<file path="src/rtl/mem_access_unit.sv">
// Memory-stage load/store unit for the RV32I pipeline.
// Accepts one instruction at a time from execute. It drives the data-memory
// request/response handshake and aligns store lanes and load data. It also
// produces a single-cycle writeback pulse per instruction. Upstream is stalled
// while a memory access is in flight.
module mem_access_unit #(
    parameter int TIMEOUT_CYCLES = 16
) (
    input  logic        i_clk,
    input  logic        i_rst,
    input  logic        i_valid,
    input  logic [31:0] i_alu_result,
    input  logic [31:0] i_store_data,
    input  logic        i_mem_read,
    input  logic        i_mem_write,
    input  logic [2:0]  i_funct3,
    input  logic [4:0]  i_rd,
    input  logic        i_reg_write,
    output logic        o_dmem_req,
    output logic        o_dmem_we,
    output logic [31:0] o_dmem_addr,
    output logic [31:0] o_dmem_wdata,
    output logic [3:0]  o_dmem_be,
    input  logic        i_dmem_ready,
    input  logic        i_dmem_rvalid,
    input  logic [31:0] i_dmem_rdata,
    output logic        o_stall,
    output logic        o_wb_valid,
    output logic [31:0] o_wb_data,
    output logic [4:0]  o_wb_rd,
    output logic        o_wb_reg_write,
    output logic        o_addr_fault,
    output logic        o_bus_error
);

    localparam int CNT_W = $clog2(TIMEOUT_CYCLES + 1);
    localparam logic [CNT_W-1:0] CNT_LAST = CNT_W'(TIMEOUT_CYCLES - 1);

    typedef enum logic [1:0] {
        IDLE = 2'd0,
        REQ  = 2'd1,
        WAIT = 2'd2
    } state_t;

    state_t           state;
    logic [CNT_W-1:0] cnt;

    // Fields of the accepted instruction that are needed after the request phase.
    logic [2:0]       funct3_p0;
    logic [1:0]       offs_p0;
    logic [4:0]       rd_p0;
    logic             reg_write_p0;

    // Misaligned access, both read and write set, or a funct3 the op does not define.
    function automatic logic access_fault(input logic       rd_op,
                                          input logic       wr_op,
                                          input logic [2:0] f3,
                                          input logic [1:0] offs);
        logic bad;
        bad = 1'b0;
        if (rd_op && wr_op)
            bad = 1'b1;
        else if (f3[1:0] == 2'b11)
            bad = 1'b1;
        else if (rd_op && f3 == 3'b110)
            bad = 1'b1;
        else if (wr_op && f3[2])
            bad = 1'b1;
        else if (f3[1:0] == 2'b01 && offs[0])
            bad = 1'b1;
        else if (f3[1:0] == 2'b10 && offs != 2'b00)
            bad = 1'b1;
        return bad;
    endfunction

    // Byte enables for a store of the given size at the given byte offset.
    function automatic logic [3:0] store_be(input logic [1:0] size, input logic [1:0] offs);
        logic [3:0] be;
        case (size)
            2'b00:   be = 4'b0001 << offs;
            2'b01:   be = offs[1] ? 4'b1100 : 4'b0011;
            default: be = 4'b1111;
        endcase
        return be;
    endfunction

    // Store data replicated across all lanes so the enables alone pick the target bytes.
    function automatic logic [31:0] store_wdata(input logic [1:0] size, input logic [31:0] d);
        logic [31:0] w;
        case (size)
            2'b00:   w = {4{d[7:0]}};
            2'b01:   w = {2{d[15:0]}};
            default: w = d;
        endcase
        return w;
    endfunction

    // Select the addressed byte/halfword from the read word and extend it.
    function automatic logic [31:0] load_extract(input logic [31:0] rdata,
                                                 input logic [2:0]  f3,
                                                 input logic [1:0]  offs);
        logic [7:0]  b;
        logic [15:0] h;
        logic [31:0] r;
        b = rdata[{offs, 3'b000} +: 8];
        h = rdata[{offs[1], 4'b0000} +: 16];
        case (f3)
            3'b000:  r = {{24{b[7]}}, b};
            3'b001:  r = {{16{h[15]}}, h};
            3'b100:  r = {24'd0, b};
            3'b101:  r = {16'd0, h};
            default: r = rdata;
        endcase
        return r;
    endfunction

    assign o_stall = (state != IDLE);

    // Control FSM: accept in IDLE, hold the request in REQ, collect read data in WAIT.
    always_ff @(posedge i_clk) begin
        if (i_rst) begin
            state          <= IDLE;
            cnt            <= '0;
            funct3_p0      <= '0;
            offs_p0        <= '0;
            rd_p0          <= '0;
            reg_write_p0   <= 1'b0;
            o_dmem_req     <= 1'b0;
            o_dmem_we      <= 1'b0;
            o_dmem_addr    <= '0;
            o_dmem_wdata   <= '0;
            o_dmem_be      <= '0;
            o_wb_valid     <= 1'b0;
            o_wb_data      <= '0;
            o_wb_rd        <= '0;
            o_wb_reg_write <= 1'b0;
            o_addr_fault   <= 1'b0;
            o_bus_error    <= 1'b0;
        end else begin
            o_wb_valid   <= 1'b0;
            o_addr_fault <= 1'b0;
            o_bus_error  <= 1'b0;
            case (state)
                IDLE: begin
                    if (i_valid) begin
                        funct3_p0    <= i_funct3;
                        offs_p0      <= i_alu_result[1:0];
                        rd_p0        <= i_rd;
                        reg_write_p0 <= i_reg_write;
                        if (!i_mem_read && !i_mem_write) begin
                            o_wb_valid     <= 1'b1;
                            o_wb_data      <= i_alu_result;
                            o_wb_rd        <= i_rd;
                            o_wb_reg_write <= i_reg_write;
                        end else if (access_fault(i_mem_read, i_mem_write, i_funct3,
                                                  i_alu_result[1:0])) begin
                            o_wb_valid     <= 1'b1;
                            o_addr_fault   <= 1'b1;
                            o_wb_data      <= '0;
                            o_wb_rd        <= i_rd;
                            o_wb_reg_write <= 1'b0;
                        end else begin
                            state        <= REQ;
                            cnt          <= '0;
                            o_dmem_req   <= 1'b1;
                            o_dmem_we    <= i_mem_write;
                            o_dmem_addr  <= {i_alu_result[31:2], 2'b00};
                            o_dmem_be    <= i_mem_write ?
                                            store_be(i_funct3[1:0], i_alu_result[1:0]) : 4'b0000;
                            o_dmem_wdata <= i_mem_write ?
                                            store_wdata(i_funct3[1:0], i_store_data) : 32'd0;
                        end
                    end
                end
                REQ: begin
                    if (i_dmem_ready) begin
                        o_dmem_req <= 1'b0;
                        cnt        <= '0;
                        if (o_dmem_we) begin
                            state          <= IDLE;
                            o_wb_valid     <= 1'b1;
                            o_wb_data      <= '0;
                            o_wb_rd        <= rd_p0;
                            o_wb_reg_write <= 1'b0;
                        end else begin
                            state <= WAIT;
                        end
                    end else if (cnt == CNT_LAST) begin
                        state          <= IDLE;
                        o_dmem_req     <= 1'b0;
                        o_wb_valid     <= 1'b1;
                        o_bus_error    <= 1'b1;
                        o_wb_data      <= '0;
                        o_wb_rd        <= rd_p0;
                        o_wb_reg_write <= 1'b0;
                    end else begin
                        cnt <= cnt + 1'b1;
                    end
                end
                WAIT: begin
                    if (i_dmem_rvalid) begin
                        state          <= IDLE;
                        o_wb_valid     <= 1'b1;
                        o_wb_data      <= load_extract(i_dmem_rdata, funct3_p0, offs_p0);
                        o_wb_rd        <= rd_p0;
                        o_wb_reg_write <= reg_write_p0;
                    end else if (cnt == CNT_LAST) begin
                        state          <= IDLE;
                        o_wb_valid     <= 1'b1;
                        o_bus_error    <= 1'b1;
                        o_wb_data      <= '0;
                        o_wb_rd        <= rd_p0;
                        o_wb_reg_write <= 1'b0;
                    end else begin
                        cnt <= cnt + 1'b1;
                    end
                end
                default: state <= IDLE;
            endcase
        end
    end

endmodule

</file>
<file path="config.mk">
export PLATFORM = sky130hd
export DESIGN_NAME = mem_access_unit
export DESIGN_NICKNAME = d
export VERILOG_FILES = /design/src/rtl/mem_access_unit.sv
export SDC_FILE = /design/constraint.sdc
export NUM_CORES = 1
export LEC_CHECK = 0
export BUFFER_PORTS_ARGS = -buffer_cell sky130_fd_sc_hd__buf_2
export CAP_MARGIN = 25
export CORE_ASPECT_RATIO = 1.75
export CORE_MARGIN = 2
export CORE_UTILIZATION = 55
export CTS_CLUSTER_DIAMETER = 150
export DETAILED_ROUTE_END_ITERATION = 10
export PLACE_DENSITY_LB_ADDON = 0.1
export SLEW_MARGIN = 15
export SYNTH_ARGS = -nofsm -noshare
export SYNTH_HDL_FRONTEND = slang
export SYNTH_SLANG_ARGS = --single-unit
</file>
<file path="constraint.sdc">
create_clock -name i_clk -period 3.91 [get_ports i_clk]
set_input_delay 0.391 -clock i_clk [delete_from_list [all_inputs] [get_ports i_clk]]
set_output_delay 0.391 -clock i_clk [all_outputs]
set_load 0.01 [all_outputs]
</file>
## After elaboration in Yosys (flattened, before gate mapping)

Index checks and enable logic that the tools add are counted.

- Flip-flop bits (word level): 127
- Bits in latches: 0
- Memory bits (writable): 0
- Memory bits (read-only): 0
- Input bits: 112
- Word-level logic and storage cells: 136
- Memories kept: 0

- Add/sub/neg operators: 1
- Multipliers: 0
- Div/mod/pow operators: 0
- Magnitude comparators: 0
- Equal/unequal tests: 17
- Shift-type cells: 3
- Muxes and demuxes: 72
- Bitwise gates (word level): 4
- Reduce and logical (&&, ||, !) cells: 22

Operators with widths:

| kind | count |
|---|---|
| 2-to-1 mux 32 bit | 8 |
| one-hot mux 32 bit (4 select lines) | 1 |
| one-hot mux 32 bit (3 select lines) | 1 |
| 2-to-1 mux 5 bit | 13 |
| one-hot mux 32 bit (2 select lines) | 1 |
| indexed part select 32 x 6 -> 16 bit | 1 |
| indexed part select 32 x 6 -> 8 bit | 1 |
| 2-to-1 mux 1 bit | 31 |
| one-hot mux 5 bit (3 select lines) | 2 |
| 2-to-1 mux 2 bit | 7 |
| AND reduction 5 bit | 2 |
| == test 3 bit, second input constant | 3 |
| inequality test 3 bit, second input constant | 3 |
| 2-to-1 mux 4 bit | 2 |
| inequality test 2 bit, second input constant | 4 |
| one-hot mux 4 bit (2 select lines) | 1 |
| AND reduction 4 bit | 2 |
| == test 2 bit, second input constant | 3 |
| logical AND 1 bit | 6 |
| one-hot mux 1 bit (3 select lines) | 2 |
| one-hot mux 2 bit (3 select lines) | 1 |
| nonzero test 2 bit | 3 |
| adder 5 x 1 -> 5 bit, second input constant | 1 |
| == test 5 x 4 -> 1 bit, second input constant | 1 |
| other kinds (12) | 19 |

## Depth between registers and ports, before layout

Gate-level depths: netlist of the first run.

- Depth after elaboration: 16
- Mapped depth: 9
- Gate-level depth less buffers: 7

## Worst setup path after synthesis of the first run

OpenSTA, ideal clock, no wires.

- Kind: flip-flop to flip-flop
- Start point: register state[0]
- End point: register o_wb_data[20]
- Library setup time: 84 ps
- Data arrival time: 1840 ps
- Data required time: 3826 ps
- Setup slack: 1986 ps
- Cell stages (with the launch flop): 10
- Buffers on the path: 2
- Clock period less this slack: 1924 ps
- Cell sequence: dfxtp_1 inv_1 ha_1 buf_2 nand2b_1 a21oi_1 o21a_2 nand2_1 buf_4 o31ai_2

- Cells in the longest elaborated chain, start to end: 3
- Elaborated cells between the ends (all ways): 9
- Those cells by class: eq/ne: 5; mux: 1; reduce/logical: 3

RTL lines:

| element | line | RTL |
|---|---|---|
| from (decl) | 45 | `state_t state;` |
| from (signal assigned) | 122 | `state <= IDLE;` |
| from (signal assigned) | 163 | `state <= REQ;` |
| from (signal assigned) | 180 | `state <= IDLE;` |
| == test 2 x 1 -> 1 bit, or another cell as far along | 143 | `case (state)` |
| inequality test 3 bit (no line), or another cell as far along | -- |  |
| AND reduction 4 bit (no line) | -- |  |
| to (signal assigned) | 152 | `o_wb_data <= i_alu_result;` |
| to (signal assigned) | 204 | `o_wb_data <= load_extract(i_dmem_rdata, funct3_p0, offs_p0);` |
| to (decl) | 29 | `output logic [31:0] o_wb_data,` |

Parallel ways exist; a longest one is shown, timed or not.
A chain may end at the register's enable or synchronous reset.

## Worst setup path in the final report of the first run

Same ends and word-level chain as after synthesis.

==> metrics.csv, run 1 <==
metric;value;unit
Clk Latency, worst-skew pair;0.42;ns
Async SR Flop Fraction;0;
final WL;20.9;mm
Hold/Removal Path Class;input pin to flop;
post-route insts no fill;1145;
dpl cell area;7560;um2
post-route setup TNS;0;ns
Die ar.;12700;um2
htree depth;4;
share of layout cells above drive strength 1;0.320;
flops & latches, synth;127;
largest net degree at the start of global routing;97;
Worst Skew;0.00547;ns
minimum clock period;2.67;ns
Crit Path Class;flop to flop;
proportion of power drawn by the clock network;0.473;
post-synthesis instance total;811;
Hold-fix buffers, CTS;0;
final hold vios;0;
core box area;11500;um2
Worst Path Required;4.24;ns
first-pass GRT wire length;32.3;mm
final instance area;8190;um2
Cell Area, Synth;6470;um2
number of enable flip-flop cells after synthesis;0;
Post-CTS Resized;0;
Top FF cell, synth;dfxtp_1;
I/O pin total;224;
period utilisation layout;0.684;
Layout area overhead;26.5;%
Initial DRT Pass Iterations;5;
status;complete, no violations;
Setup Viol. Count Final;0;
CP max stage delay;0.52;ns
final net count;1114;
WP data arrival;3.00;ns
switching portion of total power;0.274;
Hold Slack;0.220;ns
# diodes;0;
Num CTS Buffers;17;
global route overflow;0;
# DRC;0;
Routed wire per std cell;18.2;um
Synthesis Warnings;0;
Critical Path, Cell by Cell;inv_1 > ha_2 > nand2_1 > a21oi_1 > o21a_2 > nand2_1 > buf_4 > o31ai_2;
Worst path slowest cell;a21oi_1;
root buffer cell;clkbuf_16;
Net Sw Power;0.985;mW
initial core utilization;0.562;
Via density;6.07;
initial antenna violation count;0;
critical path startpoint category;flop;
row count;52;
Lkg Pwr;3.47;nW
Cell Count Post-Placement;1113;
most used cell along the critical path;nand2_1;
Core Util, Final;0.711;
unrepaired setup endpoints after global routing;false;
CP endpoint kind;flop;
pre-CTS setup slack;1.27;ns
clock-pin slew on the worst setup and hold paths;0.06;ns
clock buffer depth;2;
max-cap violations;0;
WP buf/inv;2;
GRT Overall Usage;0.319;
Yosys cell types;63;
PortBufs;221;
max-slew violation count;0;
Final WS setup;1.24;ns
peak supply drop;413;uV
CTS tree;yes;
vias in the first global route;6489;
HPWL Detailed;14.8;mm
DR iter-0 viols;495;
Comb power frac;0.142;
post-CTS setup buffers;0;
GPL Wtd Cong;0.931;
P_int;2.61;mW
Slew HR;0.309;
clock sink count;127;
Die W;86.0;um
share of total power in sequential cells;0.385;
CP Max Fanout;30;
achievable frequency;374;MHz
Routed Antenna Nets;0;
Vias;6947;
Pwr Total;3.60;mW
pwr dens;439;nW/um2
worst slew pin tran;1.04;ns
sequential area share after synthesis;0.393;
Syn Area/Cell;7.98;um2
critical path's top delay family;compound AO/OA/AOI/OAI gates;
die height;148;um
==> worst reg2reg max path: cells and delay by family, from the launching register on <==
family,cells,cell delay (ns)
compound gates,3,1.10
simple gates,2,0.49
buf+inv,2,0.38
flops,1,0.34
fa+ha+maj,1,0.27
==> synth_stat cells (all sizes together), types with 2 or more instances <==
| cell type | n | area [um2] |
|---|---|---|
| a211o | 7 | 61.3 |
| a211oi | 2 | 15.0 |
| a21oi | 135 | 679 |
| a221oi | 22 | 255 |
| a311oi | 7 | 61.3 |
| and3 | 5 | 31.3 |
| buf | 29 | 179 |
| clkbuf | 38 | 143 |
| dfxtp | 127 | 2540 |
| ha | 5 | 62.6 |
| inv | 15 | 56.3 |
| mux2 | 25 | 289 |
| mux2i | 10 | 104 |
| nand2 | 163 | 612 |
| nand2b | 4 | 25.0 |
| nand3 | 41 | 205 |
| nand4 | 2 | 12.5 |
| nand4b | 3 | 26.3 |
| nor2 | 43 | 161 |
| nor2b | 3 | 18.8 |
| nor3 | 7 | 46.3 |
| nor4b | 2 | 17.5 |
| o211ai | 12 | 90.1 |
| o21a | 3 | 23.8 |
| o21ai | 51 | 259 |
| o22ai | 2 | 12.5 |
| o31ai | 21 | 208 |
| o32ai | 2 | 17.5 |
| o41ai | 3 | 45.1 |
| or2 | 2 | 12.5 |
==> layout make-up <==
| type | count | area, um2 |
|---|---|---|
| multi-input cells | 603 | 3580 |
| fillers | 1000 | 3320 |
| flip-flops and latches | 127 | 2540 |
| repair buffers | 233 | 1210 |
| clock buffers | 17 | 425 |
| clock inverters | 15 | 211 |
| well taps | 135 | 169 |
| inverters | 15 | 56.3 |
==> flip-flops by register name (all words and copies together) (netlist names), 2 cells and up <==
| signal | cells |
|---|---|
| o_dmem_be | 4 |
| o_wb_data | 32 |
| cnt | 5 |
| funct3_p0 | 3 |
| rd_p0 | 5 |
| o_wb_rd | 5 |
| offs_p0 | 2 |
| o_dmem_addr | 30 |
| o_dmem_wdata | 32 |
| state | 2 |
==> worst paths after layout <==
path | slack, ns | endpoint | from | cells past startpoint
setup / recovery | 1.24 | o_wb_data[20] | state[0] | 8
hold reg to reg | 0.44 | o_dmem_wdata[13] | o_dmem_wdata[13] | 2
hold / removal | 0.22 | o_dmem_addr[27] | i_alu_result[27] | 3
setup reg to reg | 1.24 | o_wb_data[20] | state[0] | 8
==> power by group through the flow <==
stage          logic, mW  registers (mW)  clock network, mW
2_1_floorplan      0.293            1.42                  0
3_3_place_gp       0.498            1.41                  0
3_5_place_dp       0.501            1.41                  0
4_1_cts            0.505            1.39               1.71
5_1_grt            0.553            1.39               1.76
6_report           0.510            1.39               1.70
==> routing by layer <==
layer	vias to the layer above	global-route usage	wire length [um]
li1	3295	-	-
met1	3273	0.361	7690
met2	326	0.563	10900
met3	53	0.0804	1610
met4	0	0.130	673
met5	-	0	0
==> layout by cell type (no fill, tap or decap), types with 4 or more instances in the layout <==
master / instances
bufinv_16: 4
ha_1: 4
o21ai_1: 4
a221oi_2: 10
a21oi_1: 134
clkinv_4: 5
nand2b_1: 4
o31ai_1: 11
o211ai_1: 12
nand3_1: 41
mux2_2: 23
buf_4: 12
nand2_1: 163
dfxtp_1: 127
buf_2: 220
clkbuf_16: 17
o21ai_0: 46
a311oi_1: 7
nor2_1: 41
clkinvlp_4: 4
a211o_1: 7
and3_1: 5
o31ai_2: 10
nor3_1: 6
a221oi_1: 12
mux2i_1: 9
inv_1: 15
==> kinds of logic (layout without fill, tap and decap cells) <==
| family | after synthesis | count (layout) | share of synthesized area |
|---|---|---|---|
| multiplexers | 36 | 36 | 0.0647 |
| AND/OR/NAND/NOR | 282 | 282 | 0.190 |
| other | 1 | 2 | 0.000579 |
| adder cells (fa/ha/maj) | 5 | 5 | 0.00966 |
| flip-flops | 127 | 127 | 0.393 |
| AO/OA/AOI/OAI | 278 | 278 | 0.284 |
| buffers and inverters | 82 | 280 | 0.0584 |
No activity file was read; power rests on OpenSTA's default activity.
==> inputs of run 2 (changes only) <==
Settings changed: CORE_UTILIZATION 55 to 46.
Clock period 3.91 ns to 2.4 ns, I/O delays scaled along.
==> metrics.csv, run 2 (synthesis gave the netlist of run 1 again) <==
metric;value;unit
proportion of power drawn by the clock network;0.478;
max-slew violation count;0;
max-cap violations;0;
commonest non-fill, non-tap cells in the layout;220 x buf_2, 163 x nand2_1, 133 x a21oi_1, 127 x dfxtp_1, 46 x o21ai_0;
share of total power in sequential cells;0.375;
Worst Path Required;2.71;ns
Worst Skew;0.0107;ns
vias in the first global route;6728;
Worst path slowest cell;o22ai_2;
grt met2 use;0.512;
Setup Viol. Count Final;0;
leading registers by flop count;o_dmem_wdata: 32 flops, o_wb_data: 32 flops, o_dmem_addr: 30 flops;
Pwr Total;5.99;mW
clock-pin slew on the worst setup and hold paths;0.06;ns
CP Max Fanout;23;
fillers;1325;
Crit Path Class;flop to flop;
pwr dens;711;nW/um2
Comb power frac;0.147;
final hold vios;0;
Hold Slack;0.0432;ns
Vias;6883;
clock sink count;127;
WP buf/inv;1;
WP data arrival;2.47;ns
global route overflow;0;
Routed Antenna Nets;0;
peak supply drop;502;uV
Num CTS Buffers;17;
Die ar.;15100;um2
row count;57;
critical path startpoint category;flop;
htree depth;4;
Initial DRT Pass Iterations;5;
# diodes;0;
final net count;1134;
share of layout cells above drive strength 1;0.334;
Clk Latency, worst-skew pair;0.42;ns
M1 GR Usage;0.315;
# DRC;0;
final instance area;8430;um2
HPWL Detailed;16.3;mm
Lkg Pwr;3.60;nW
switching portion of total power;0.280;
Slew HR;0.310;
PortBufs;221;
DR iter-0 viols;375;
worst slew pin tran;1.03;ns
unrepaired setup endpoints after global routing;false;
P_int;4.32;mW
GRT Overall Usage;0.287;
final WL;22.0;mm
Routed wire per std cell;18.3;um
Via density;5.70;
Critical Path, Cell by Cell;inv_1 > ha_1 > and3b_1 > a21oi_2 > o22ai_2 > nand2_1 > o31ai_1;
Hold/Removal Path Class;input pin to flop;
period utilisation layout;0.899;
largest net degree at the start of global routing;59;
minimum clock period;2.16;ns
first-pass GRT wire length;34.3;mm
die height;161;um
Layout area overhead;30.1;%
status;complete, no violations;
core box area;13800;um2
root buffer cell;clkbuf_16;
post-route setup TNS;0;ns
GPL Wtd Cong;0.942;
achievable frequency;464;MHz
dpl cell area;7770;um2
most common cell after layout, fill and taps aside;buf_2;
CP endpoint kind;flop;
CTS tree;yes;
GRT met3 Usage;0.0713;
gr busiest metal;met2;
Net Sw Power;1.68;mW
initial antenna violation count;0;
clock buffer depth;2;
critical path's top delay family;compound AO/OA/AOI/OAI gates;
I/O pin total;224;
Die W;93.7;um
initial core utilization;0.468;
CP max stage delay;0.81;ns
## run 2: path summary, 6_finish.rpt
check	cells after the start	to	slack, ns	start
hold reg to reg	2	o_dmem_wdata[0]	0.45	o_dmem_wdata[0]
setup reg to reg	7	o_wb_data[19]	0.24	state[1]
setup / recovery	7	o_wb_data[19]	0.24	state[1]
hold / removal	2	state[1]	0.04	i_rst
## run 2: what timing repair did
| action | in CTS | in global routing |
|---|---|---|
| hold endpoints to repair | 0 | 0 |
| hold buffers | 0 | 0 |
| endpoints found under the setup margin | 0 | 1 |
| gates resized for setup | 0 | 1 |
| setup buffers | 0 | 0 |
## run 2: area by class of cell
class / instances / area (um2) / share of cell area
clock inverter: 15 / 223 / 0.0264
tap: 177 / 221 / 0.0263
sequential: 127 / 2540 / 0.302
timing repair buffer: 253 / 1380 / 0.163
inverter: 15 / 56.3 / 0.00668
multi-input combinational: 603 / 3580 / 0.425
clock buffer: 17 / 425 / 0.0505
## run 2: worst reg2reg max path: stages, from the launching register on
cell and delay (ns):
dfxtp_1 0.33, inv_1 0.09, ha_1 0.25, and3b_1 0.25, a21oi_2 0.07, o22ai_2 0.81
nand2_1 0.14, o31ai_1 0.11
## run 2: per-layer routing
layer / up-vias / part of all wire / wire length [um]
met5: - / 0 / 0
met4: 0 / 0.033 / 718
met2: 304 / 0.52 / 11500
met3: 46 / 0.072 / 1590
met1: 3212 / 0.37 / 8220
li1: 3321 / - / -
## run 2: power by group through the flow
stage | sequential, mW | combinational, mW | clock [mW]
6_report | 2.25 | 0.879 | 2.86
5_1_grt | 2.26 | 0.954 | 3.00
4_1_cts | 2.25 | 0.874 | 2.90
3_5_place_dp | 2.29 | 0.871 | 0
3_3_place_gp | 2.29 | 0.865 | 0
2_1_floorplan | 2.32 | 0.477 | 0
## run 2: per-stage QoR
step                      setup slack (ns)   util  instances
after global placement               0.180  0.561       1174
after floorplan                      0.476      -        812
after detailed placement             0.266  0.562       1175
after global routing                0.0504  0.609       1207
after CTS                            0.210  0.609       1207
final                                0.243  0.609       1207
==> inputs of run 3 (changes only) <==
Settings changed: ABC_AREA set to 1, CORE_UTILIZATION 46 to 47.
==> metrics.csv, run 3 <==
metric;value;unit
critical path startpoint category;flop;
I/O pin total;224;
Pwr Total;11.3;mW
CP Max Fanout;29;
clock-pin slew on the worst setup and hold paths;0.06;ns
Hold-fix buffers, CTS;0;
most used cell along the critical path;nand2_1;
minimum clock period;2.00;ns
commonest non-fill, non-tap cells in the layout;329 x nand2_1, 221 x buf_2, 162 x inv_1, 127 x o21ai_0, 127 x dfxtp_1;
Initial DRT Pass Iterations;5;
critical path's top delay family;simple AND/OR/NAND/NOR gates;
WP data arrival;2.28;ns
Async SR Flop Fraction;0;
achievable frequency;501;MHz
sequential area share after synthesis;0.353;
core box area;14900;um2
Hold/Removal Path Class;input pin to flop;
most frequent cell after synthesis;nand2_1;
initial antenna violation count;2;
post-route setup TNS;0;ns
most common cell after layout, fill and taps aside;nand2_1;
register area;2540;um2
root buffer cell;clkbuf_16;
Worst path slowest cell;dfxtp_1;
Commonest cells post-synth;329 x nand2_1, 162 x inv_1, 127 x dfxtp_1, 127 x o21ai_0, 121 x a21oi_1;
worst slew pin tran;0.689;ns
Die W;97.6;um
htree depth;4;
flops & latches, synth;127;
fillers;1526;
Synthesis Warnings;0;
Setup Viol. Count Final;0;
Vias;8025;
Yosys cell types;39;
number of enable flip-flop cells after synthesis;0;
Crit Path Class;flop to flop;
vias in the first global route;7555;
Critical Path, Cell by Cell;inv_1 > ha_1 > inv_2 > or2_1 > nand2_1 > inv_2 > nand3_2 > buf_4 > nand2_1 > nand2_1 > nor2_1;
Routed Antenna Nets;0;
post-synthesis instance total;1174;
unrepaired setup endpoints after global routing;false;
Post-CTS Resized;0;
WP buf/inv;4;
die height;168;um
Core Util, Final;0.601;
Syn Area/Cell;6.14;um2
status;complete, no violations;
global route overflow;0;
# DRC;0;
Cell Area, Synth;7210;um2
Via density;5.14;
Clk Latency, worst-skew pair;0.42;ns
GPL Wtd Cong;0.995;
post-CTS setup buffers;0;
first-pass GRT wire length;37.8;mm
Routed wire per std cell;15.5;um
GRT Overall Usage;0.287;
CP endpoint kind;flop;
max-cap violations;0;
Area contributors post-synth;dfxtp_1 35%, nand2_1 17%, o21ai_0 8.8%;
Slew HR;0.540;
Worst Path Required;2.68;ns
Yosys top cell area share;0.353;
period utilisation layout;0.832;
Cell Count Post-Placement;1529;
Worst Skew;0.0111;ns
Num CTS Buffers;17;
HPWL Detailed;17.7;mm
Layout area overhead;24.3;%
CTS tree;yes;
clock buffer depth;2;
DR iter-0 viols;416;
max-slew violation count;0;
final WL;24.2;mm
final net count;1482;
multi-input logic area;3640;um2
initial core utilization;0.483;
leading area contributor after synthesis;dfxtp_1;
pwr dens;1260;nW/um2
CP max stage delay;0.34;ns
leading registers by flop count;o_dmem_wdata: 32 flops, o_wb_data: 32 flops, o_dmem_addr: 30 flops;
peak supply drop;1110;uV
clock sink count;127;
largest net degree at the start of global routing;54;
final hold vios;0;
Lkg Pwr;4.81;nW
post-route insts no fill;1561;
PortBufs;221;
share of layout cells above drive strength 1;0.219;
Die ar.;16400;um2
row count;59;
Top FF cell, synth;dfxtp_1;
[run 3: logic make-up (layout without fill, tap and decap cells)]
kind of cell,count (synthesis),in the layout,share of synthesized area
AOI/OAI and AO/OA,271,271,0.197
xor gates and xnor gates,1,1,0.00122
adders and majority gates,5,5,0.00868
buffers and inverters,242,444,0.142
DFF,127,127,0.353
other,1,3,0.000520
and+or+nand+nor,527,527,0.298
[run 3: final timing paths]
kind / startpoint / to / slack [ns] / depth (start not counted)
worst max register to register: state[0] / o_wb_data[26] / 0.40 / 11
worst max-delay path: state[0] / o_wb_data[26] / 0.40 / 11
worst min register to register: reg_write_p0 / reg_write_p0 / 0.46 / 2
worst min-delay path: i_alu_result[22] / o_dmem_addr[22] / 0.08 / 3
[run 3: metrics by stage]
step / hold slack (ns) / cell area (um2) / setup WS [ns]
floorplan: 0.375 / 7210 / 0.647
global placement: 0.436 / 8370 / 0.444
detailed placement: 0.446 / 8370 / 0.422
CTS: 0.0703 / 8960 / 0.423
global route: 0.0824 / 8960 / 0.207
finish: 0.0758 / 8960 / 0.403
[run 3: worst register-to-register path, cell delays in order (launching register included)]
cell and delay, ns:
dfxtp_1 0.34, inv_1 0.11, ha_1 0.24, inv_2 0.09, or2_1 0.31, nand2_1 0.11
inv_2 0.04, nand3_2 0.08, buf_4 0.32, nand2_1 0.10, nand2_1 0.08, nor2_1 0.04
[run 3: layout make-up]
type / instances / area share
Clock inverter: 14 / 0.0187
Clock buffer: 17 / 0.0475
Antenna cell: 1 / 0.000279
Tap cell: 183 / 0.0256
Timing Repair Buffer: 243 / 0.146
Multi-Input combinational cell: 806 / 0.407
Sequential cell: 127 / 0.284
Inverter: 170 / 0.0715
[run 3: power breakdown]
part	leakage (nW)	internal [mW]	switching (mW)	total (mW)
Sequential	1.04	2.54	0.240	2.78
Combinational	3.48	2.03	3.82	5.85
Clock	0.285	1.63	1.02	2.64
Total	4.81	6.20	5.08	11.3
[run 3: routing by layer]
metal  GRT usage  wire [um]
met5           0         11
met4       0.145       1160
met3      0.0598       1530
met2       0.516      12300
met1       0.317       9100
